`src/rtl/mcu_spi_rx.sv`:
```
// MCU-side SPI mode-0 receiver: synchronizes the MCU pins, decodes a 6-byte header
// into one PSRAM command and buffers write payload in a small byte FIFO.
module mcu_spi_rx #(
    parameter int FIFO_DEPTH = 16,
    parameter int ADDR_W     = 23
) (
    input  logic              clk,
    input  logic              reset,
    input  logic              MCU_SCLK,
    input  logic              MCU_CS,
    input  logic              MCU_MOSI,
    input  logic              MCU_REQ,
    output logic              MCU_ACK,
    output logic              cmd_valid,
    input  logic              cmd_ready,
    output logic              cmd_write,
    output logic [ADDR_W-1:0] cmd_addr,
    output logic [15:0]       cmd_len,
    output logic [7:0]        wr_data,
    output logic              wr_valid,
    input  logic              wr_ready,
    output logic              frame_err
);
    localparam int PW = $clog2(FIFO_DEPTH);

    typedef enum logic [2:0] {
        S_IDLE, S_HDR, S_ISSUE, S_DATA, S_ERR, S_WAIT_CS
    } state_t;

    typedef struct packed {
        logic              write;
        logic [ADDR_W-1:0] addr;
        logic [15:0]       len;
    } cmd_t;

    state_t      state, state_nx;
    cmd_t        cmd_q;

    logic [2:0]  sclk_sync, cs_sync;
    logic [1:0]  mosi_sync, req_sync;
    logic        sclk_rise, cs_s, cs_rise, mosi_s, req_s;

    logic [2:0]  bit_cnt;
    logic [7:0]  shift_q, byte_q;
    logic        byte_done;

    logic [2:0]  hdr_cnt;
    logic        hdr_write;
    logic [ADDR_W-1:0] hdr_addr;
    logic [7:0]  hdr_len;
    logic [15:0] pay_cnt;
    logic        op_ok, in_payload;
    logic        push_c, pay_err, err_c, issue_c;
    logic        push_q;
    logic [7:0]  push_byte;

    logic [7:0]  mem [FIFO_DEPTH];
    logic [PW-1:0] wptr, rptr;
    logic [PW:0] count;
    logic        fifo_full, fifo_empty, push_ok, pop_ok;

    // CS sync resets to "asserted" so a frame in progress at reset is waited out.
    always_ff @(posedge clk) begin
        if (reset) begin
            sclk_sync <= 3'b000;
            cs_sync   <= 3'b000;
            mosi_sync <= 2'b00;
            req_sync  <= 2'b00;
        end else begin
            sclk_sync <= {sclk_sync[1:0], MCU_SCLK};
            cs_sync   <= {cs_sync[1:0], MCU_CS};
            mosi_sync <= {mosi_sync[0], MCU_MOSI};
            req_sync  <= {req_sync[0], MCU_REQ};
        end
    end

    assign sclk_rise = sclk_sync[1] & ~sclk_sync[2];
    assign cs_s      = cs_sync[1];
    assign cs_rise   = cs_sync[1] & ~cs_sync[2];
    assign mosi_s    = mosi_sync[1];
    assign req_s     = req_sync[1];

    always_ff @(posedge clk) begin
        if (reset) begin
            bit_cnt   <= 3'd0;
            shift_q   <= 8'h00;
            byte_q    <= 8'h00;
            byte_done <= 1'b0;
        end else begin
            byte_done <= 1'b0;
            if (cs_s) begin
                bit_cnt <= 3'd0;
            end else if (sclk_rise) begin
                shift_q <= {shift_q[6:0], mosi_s};
                bit_cnt <= bit_cnt + 3'd1;
                if (bit_cnt == 3'd7) begin
                    byte_done <= 1'b1;
                    byte_q    <= {shift_q[6:0], mosi_s};
                end
            end
        end
    end

    always_ff @(posedge clk) begin
        if (reset) state <= S_WAIT_CS;
        else       state <= state_nx;
    end

    always_comb begin
        state_nx = state;
        unique case (state)
            S_IDLE:    if (!cs_s) state_nx = S_HDR;
            S_HDR: begin
                if (cs_s)                                     state_nx = S_IDLE;
                else if (byte_done && hdr_cnt == 3'd0 && !op_ok) state_nx = S_ERR;
                else if (issue_c)                             state_nx = S_ISSUE;
            end
            S_ISSUE: begin
                if (pay_err)                     state_nx = S_ERR;
                else if (cmd_valid && cmd_ready) state_nx = S_DATA;
            end
            S_DATA: begin
                if (cs_s)         state_nx = S_IDLE;
                else if (pay_err) state_nx = S_ERR;
            end
            S_ERR, S_WAIT_CS: if (cs_s) state_nx = S_IDLE;
            default:          state_nx = S_WAIT_CS;
        endcase
    end

    // Payload is accepted in ISSUE as well, so bytes arriving before cmd_ready are kept.
    always_comb begin
        op_ok      = (byte_q == 8'h02) || (byte_q == 8'h03);
        in_payload = (state == S_ISSUE || state == S_DATA) && cmd_q.write && byte_done && !cs_s;
        pay_err    = in_payload && (pay_cnt == cmd_q.len || fifo_full);
        push_c     = in_payload && !pay_err;
        issue_c    = (state == S_HDR) && !cs_s && byte_done && hdr_cnt == 3'd5;
        err_c      = pay_err;
        if (state == S_HDR && (cs_s || (byte_done && hdr_cnt == 3'd0 && !op_ok)))
            err_c = 1'b1;
        if ((state == S_ISSUE || state == S_DATA) && cs_rise && cmd_q.write && pay_cnt != cmd_q.len)
            err_c = 1'b1;
    end

    always_ff @(posedge clk) begin
        if (reset) begin
            hdr_cnt   <= 3'd0;
            hdr_write <= 1'b0;
            hdr_addr  <= '0;
            hdr_len   <= 8'h00;
            cmd_q     <= '0;
            cmd_valid <= 1'b0;
            pay_cnt   <= 16'd0;
            push_q    <= 1'b0;
            push_byte <= 8'h00;
            frame_err <= 1'b0;
            MCU_ACK   <= 1'b0;
        end else begin
            frame_err <= err_c;
            push_q    <= push_c;
            push_byte <= byte_q;
            MCU_ACK   <= (state == S_IDLE) && req_s && cs_s && fifo_empty && !push_q && !cmd_valid;
            if (state == S_IDLE) begin
                hdr_cnt <= 3'd0;
                pay_cnt <= 16'd0;
            end
            if (state == S_HDR && byte_done) begin
                hdr_cnt <= hdr_cnt + 3'd1;
                case (hdr_cnt)
                    3'd0:             hdr_write <= (byte_q == 8'h02);
                    3'd1, 3'd2, 3'd3: hdr_addr  <= {hdr_addr[ADDR_W-9:0], byte_q};
                    3'd4:             hdr_len   <= byte_q;
                    default:          ;
                endcase
            end
            if (issue_c) begin
                cmd_q     <= {hdr_write, hdr_addr, hdr_len, byte_q};
                cmd_valid <= 1'b1;
            end else if (cmd_valid && cmd_ready) begin
                cmd_valid <= 1'b0;
            end
            if (push_c) pay_cnt <= pay_cnt + 16'd1;
        end
    end

    assign cmd_write = cmd_q.write;
    assign cmd_addr  = cmd_q.addr;
    assign cmd_len   = cmd_q.len;

    assign fifo_full  = (count == (PW+1)'(FIFO_DEPTH));
    assign fifo_empty = (count == '0);
    assign push_ok    = push_q && !fifo_full;
    assign pop_ok     = wr_ready && !fifo_empty;

    always_ff @(posedge clk) begin
        if (push_ok) mem[wptr] <= push_byte;
    end

    always_ff @(posedge clk) begin
        if (reset) begin
            wptr  <= '0;
            rptr  <= '0;
            count <= '0;
        end else begin
            if (push_ok) wptr <= wptr + PW'(1);
            if (pop_ok)  rptr <= rptr + PW'(1);
            case ({push_ok, pop_ok})
                2'b10:   count <= count + (PW+1)'(1);
                2'b01:   count <= count - (PW+1)'(1);
                default: count <= count;
            endcase
        end
    end

    assign wr_valid = !fifo_empty;
    assign wr_data  = wr_valid ? mem[rptr] : 8'h00;

endmodule

```
`config.mk`:
```
export PLATFORM = sky130hd
export DESIGN_NAME = mcu_spi_rx
export DESIGN_NICKNAME = d
export VERILOG_FILES = /design/src/rtl/mcu_spi_rx.sv
export SDC_FILE = /design/constraint.sdc
export NUM_CORES = 1
export LEC_CHECK = 0
export CAP_MARGIN = 20
export CORE_ASPECT_RATIO = 0.5
export CORE_UTILIZATION = 50
export DETAILED_ROUTE_END_ITERATION = 7
export GPL_TIMING_DRIVEN = 0
export PLACE_DENSITY_LB_ADDON = 0.25
export SKIP_CTS_REPAIR_TIMING = 1
export SLEW_MARGIN = 0
export SYNTH_ARGS = -nofsm -noshare
export SYNTH_HDL_FRONTEND = slang
export SYNTH_SLANG_ARGS = --single-unit
```
`constraint.sdc`:
```
create_clock -name clk -period 2.8 [get_ports clk]
set_input_delay 0.28 -clock clk [delete_from_list [all_inputs] [get_ports clk]]
set_output_delay 0.28 -clock clk [all_outputs]
set_load 0.01 [all_outputs]
```
-- Word level (Yosys, flattened, before mapping)
Memory sizes are Yosys's and may differ from the RTL's. A register that Yosys moved wholly into a read port is not among the register bits.
Index checks and enable logic that the tools add are counted.
- output and inout bits: 52
- memories: 1
- bits in read-only memories: 0
- flip-flop bits (word level): 148
- bits in latches: 0
- word-level logic and storage cells: 138
- bits in writable memories: 128
- input bits: 8
- memories (memory ; words ; width ; read ports ; clocked after Yosys merged registers in ; write ports ; RTL line ; text):
    mem ; 16 ; 8 ; 1 ; 1 ; 1 ; 57 ; logic [7:0] mem [FIFO_DEPTH];
- multiplexer cells: 25
- equality and inequality tests: 23
- add/subtract/negate cells: 7
- divide/modulo/power cells: 0
- $lt $le $gt $ge: 0
- bitwise operators: 6
- shift operators: 0
- reduce and logical (&&, ||, !) cells: 51
- multiply operators: 0
- operators with widths (operator ; number):
    3-bit 2-to-1 mux ; 11
    16-bit 2-to-1 mux ; 2
    1-bit logical AND ; 23
    16-bit by 1-bit adder with 16-bit output (second input constant) ; 1
    16-bit == test ; 1
    8-bit by 2-bit == test with 1-bit output (second input constant) ; 2
    16-bit inequality test ; 1
    3-bit == test (second input constant) ; 5
    3-bit one-hot mux with 5 select lines ; 1
    3-bit by 2-bit == test with 1-bit output (second input constant) ; 4
    5-bit one-hot mux with 2 select lines ; 1
    4-bit by 1-bit adder with 4-bit output (second input constant) ; 2
    4-bit 2-to-1 mux ; 2
    8-bit 2-to-1 mux ; 1
    2-bit AND reduction ; 4
    2-bit nonzero test ; 4
    1-bit zero test ; 7
    1-bit 2-to-1 mux ; 7
    3-bit by 1-bit adder with 3-bit output (second input constant) ; 2
    3-bit by 1-bit == test with 1-bit output (second input constant) ; 2
    3-bit zero test ; 2
    3-bit OR reduction ; 2
    5-bit by 1-bit adder with 5-bit output (second input constant) ; 1
    5-bit == test (second input constant) ; 1
    other kinds (14) ; 23

-- Logic depth before layout (Yosys ltp)
- word-level depth: 9
- mapped depth: 14
- mapped depth without buffers: 13

-- Worst setup path before layout
No wires, ideal clock.
- path type: reg-to-reg
- from: register count[0]
- to: register count[4]
- cell stages (with the launch flop): 15
- slack: 0.013 ns
- arrival: 2.659 ns
- path through: dfxtp_1 -> nor4_1 -> nand2_1 -> and2_1 -> clkbuf_1 -> inv_1 -> ha_1 -> inv_1 -> fa_1 -> nor2b_1 -> o21ai_0 -> and3_1 -> nor3_1 -> xnor2_1 -> nor2_1
- longest elaborated chain between the ends: 5
- RTL lines (what ; RTL line ; text):
    from (decl) ; 59 ; logic [PW:0] count;
    from (signal assigned) ; 208 ; 2'b10: count <= count + (PW+1)'(1);
    from (signal assigned) ; 209 ; 2'b01: count <= count - (PW+1)'(1);
    from (signal assigned) ; 210 ; default: count <= count;
    5-bit == test / 5-bit zero test (equally long branches) ; 190, 191 ;
    1-bit zero test, on equally long branches ; 192, 193 ;
    1-bit logical AND, on equally long branches ; 192, 193 ;
    2-bit by 1-bit == test with 1-bit output / 2-bit == test (equally long branches) ; 207 ; case ({push_ok, pop_ok})
    5-bit one-hot mux with 2 select lines / 2-bit nonzero test (equally long branches) ; - ;
Several ways; a longest one is shown, not always the timed one.
A chain may end at the register's enable or synchronous reset.

==> summary.md <==
| Metric | Value |
|---|---|
| Clock power frac | 43.6% |
| Internal | approximately 6000 µW |
| DRT Pass-1 Iters | 7 |
| Antenna Cells | 0 |
| Vias in the first global route | 6941 |
| Vias | 7269 |
| Crit path time final | approximately 2.8 ns |
| CTS tree | yes |
| CORE AREA | around 22000 µm² |
| Reg2Reg Launch Point | count[3] |
| FILL cells | 1732 |
| # clock sinks | 280 |
| Peak supply drop | ~0.36 mV |
| Critical path depth | 7 |
| Top cells by area, synth | edfxtp_1 34%, dfxtp_1 27%, mux4_2 8.0%, nand2_1 3.8%, mux2i_1 3.6% |
| Largest net degree at the start of global routing | 17 |
| IO Count | 60 |
| Die Ht | 108.1 µm |
| Sequential power share | 55.2% |
| Critical Setup Path Class | reg2out |
| Gate Count Post-Synth | 900 |
| CP dominant cell by count | mux4_2 |
| WL/cell | 18.51 µm |
| Worst Path Max Fanout | 6 |
| Post-synth top area share | 34.14% |
| Antenna violations before repair | 0 |
| Worst skew pair latency | 0.53 ns |
| DRC Markers | 0 |
| Via/cell ratio | 5.498 |
| Final nets | 1030 |
| Port buffer count | 59 |
| Skew final | ~0.012 ns |
| CTS max path bufs | 3 |
| Dpl hpwl | 16.58 mm |
| Net Count, Synth | 926 |
| Post-route design area | 13290 µm² |
| Setup crit end kind | output pin |
| DRT iter0 DRCs | 445 |
| P&R area growth vs syn | 18.03% |
| H-Tree Depth | 1 |
| Final ANT Viol Nets | 0 |
| Asr flop ratio synth | 0% |
| Final Cycle Share | 101.3% |
| Root buffer cell | clkbuf_16 |
| Final wirelength | 24.47 mm |
| DIE WIDTH | ~210 µm |
| Synth area leader | edfxtp_1 |
| RSZ-0062 raised after global routing | yes |
| Final-report hold violation count | 0 |
| R2r setup slk | 0.20 ns |
| Post-synth EDFFs | 128 |
| Slowest-stage cell, CP | mux4_2 |
| Critical path cell sequence | buf_8 -> buf_12 -> buf_4 -> mux4_2 -> mux4_2 -> and2_4 -> buf_6 |
| Placed cell area | 12240 µm² |
| Worst slew pin tran | 0.9821 ns |
| FF+latch area | ~6900 µm² |
| GRT Util Overall | about a fifth |
| F_max | 0.3525 GHz |
| Setup violators final | 5 |
| CTS Buf Count | 25 |
| Combinational share of power | 1.3% |
| FF-to-FF path depth | 13 |
| NetSw | between 1500 and 2000 µW |
| First-pass GRT wire length | 37.81 mm |
| Outcome | finished, violations left |
| Yosys cell types | 69 |
| Sw frac | 20.28% |
| Flops & latches, synth | 280 |
| Violated checks | setup timing |
| Final core occ | about 60% |
| Max transition margin | 34.17% |
| Buf/Inv on CP | 4 |
| Hold crit path type | in2reg |
| Setup WS post-layout | -0.03654 ns |
| Max-Cap Viols | 0 |
| Multi-input logic area | a little over 4000 µm² |
| Max incr delay on CP | 0.54 ns |
| P_leak | 0.004676 µW |
| Arrival @ worst endpoint | 2.56 ns |
| Critical path's top delay family | multiplexers |
| Worst Setup EP | wr_data[4] |
| Yosys warnings | 0 |
| Initial Util | 51.47% |
| Area of the mapped netlist | 11260 µm² |
| Worst reg2reg endpoint | count[4] |
| Worst endpoint required time | 2.52 ns |
| Fraction of layout cells with a size suffix above 1 | 15.17% |
| FP Rows | 38 |
| Register area share after synthesis | 61.18% |
| DIE AREA | 23160 µm² |
| Dpl ws | -0.5338 ns |
| Aggregate global routing overflow | 0 |
| Mean area per synthesized cell | 12.51 µm² |
| Pwr dens | about 580 nW/µm² |
| GP Congestion | ~0.85 |
| Clock transition at path regs | 0.06 ns |
| Dominant synthesized flop cell | dfxtp_1 |
| Crit start category | flop |
| Fin. max-slew vios | 0 |
[layer usage]
metal,up-vias,part of all wire (%),GRT usage (%)
li1,3431,-,-
met1,3561,46,29.54
met2,228,46,34.28
met3,49,5.3,3.347
met4,0,2.6,6.122
met5,-,0,0
[cell usage after synthesis (3+ instances only)]
cell      number
edfxtp_1     128
nor2_1        79
inv_1         15
o21ai_0        3
nor4_1         3
buf_2          4
or4_1          3
and2_1        13
nor4_2         3
ha_1          17
mux4_2        40
buf_6          8
nand2_1      113
or4b_1         5
nor3_1        15
dfxtp_1      152
buf_1          7
xnor2_1        5
and3_1         8
or3_1          3
nand3_1       16
nor2b_1       24
xor2_1        23
o21bai_1       3
mux2i_1       40
a21oi_1       61
buf_4          3
clkbuf_1      34
nand2b_1       9
nand4_1       10
[placed cells by master, fill, tap and decap left out, types with 26 or more instances in the layout]
master	Yosys	routed
a21oi_1	61	61
clkbuf_1	34	39
clkbuf_16	0	26
clkdlybuf4s50_1	0	51
dfxtp_1	152	150
edfxtp_1	128	128
mux2i_1	40	40
mux4_2	40	40
nand2_1	113	112
nor2_1	79	79
[cell families (layout without fill, tap and decap cells)]
group | after synthesis | in the layout | share of synthesized area [%]
mux | 82 | 82 | 11.79
compound gates | 98 | 98 | 5.513
buf+inv | 71 | 193 | 3.045
simple gates | 323 | 323 | 14.23
fa+ha+maj | 18 | 18 | 2.067
xor+xnor | 28 | 28 | 2.178
flops | 280 | 280 | 61.18
[sequential cells by signal, summed over array words and instances, names as in the netlist, 2 cells and up, named ones only]
register,count
rptr,4
mem,128
wptr,4
cmd_len,16
mosi_sync,2
sclk_sync,3
count,5
req_sync,2
hdr_len,8
pay_cnt,16
hdr_cnt,3
state,3
byte_q,8
push_byte,8
bit_cnt,3
cmd_addr,23
hdr_addr,23
cs_sync,3
shift_q,7
[worst min path at each step]
stage / start / to / slack, ns / cells after the start
after floorplan: MCU_CS / cs_sync[0] / 0.41 / 1
after global placement: sclk_sync[0] / sclk_sync[1] / 0.42 / 1
after detailed placement: cs_sync[0] / cs_sync[1] / 0.43 / 1
after CTS: MCU_SCLK / sclk_sync[0] / 0.31 / 2
after global routing: MCU_CS / cs_sync[0] / 0.31 / 2
final: MCU_SCLK / sclk_sync[0] / 0.32 / 2
[layout make-up]
cell class	count	area share [%]
tap	300	2.825
buffer	55	2.486
sequential	280	51.85
timing repair buffer	78	5.726
clock buffer	32	4.982
clock inverter	13	0.9229
inverter	15	0.4238
multi-input combinational	549	30.78
[per-stage QoR]
step | power [µW] | instances | hold slack, ns | setup TNS (ns)
finish | 7700 | 1322 | 0.3232 | -0.1454
CTS | 7748 | 1304 | 0.3148 | -5.903
global route | 7929 | 1322 | 0.3138 | -0.6276
global placement | 4434 | 1259 | 0.4249 | -11.86
detailed placement | 4436 | 1259 | 0.4276 | -5.319
floorplan | 4400 | 900 | 0.4082 | 0
[power groups by stage]
| stage | Sequential [µW] | Clock [µW] | Combinational [µW] |
|---|---|---|---|
| floorplan | 4340 | 0 | 62.3 |
| finish | 4250 | 3350 | 97.6 |
| global route | 4250 | 3580 | 106 |
| global placement | 4340 | 0 | 94.8 |
| CTS | 4250 | 3400 | 97.4 |
| detailed placement | 4340 | 0 | 97.0 |
Power figures use the tool's default switching activity.
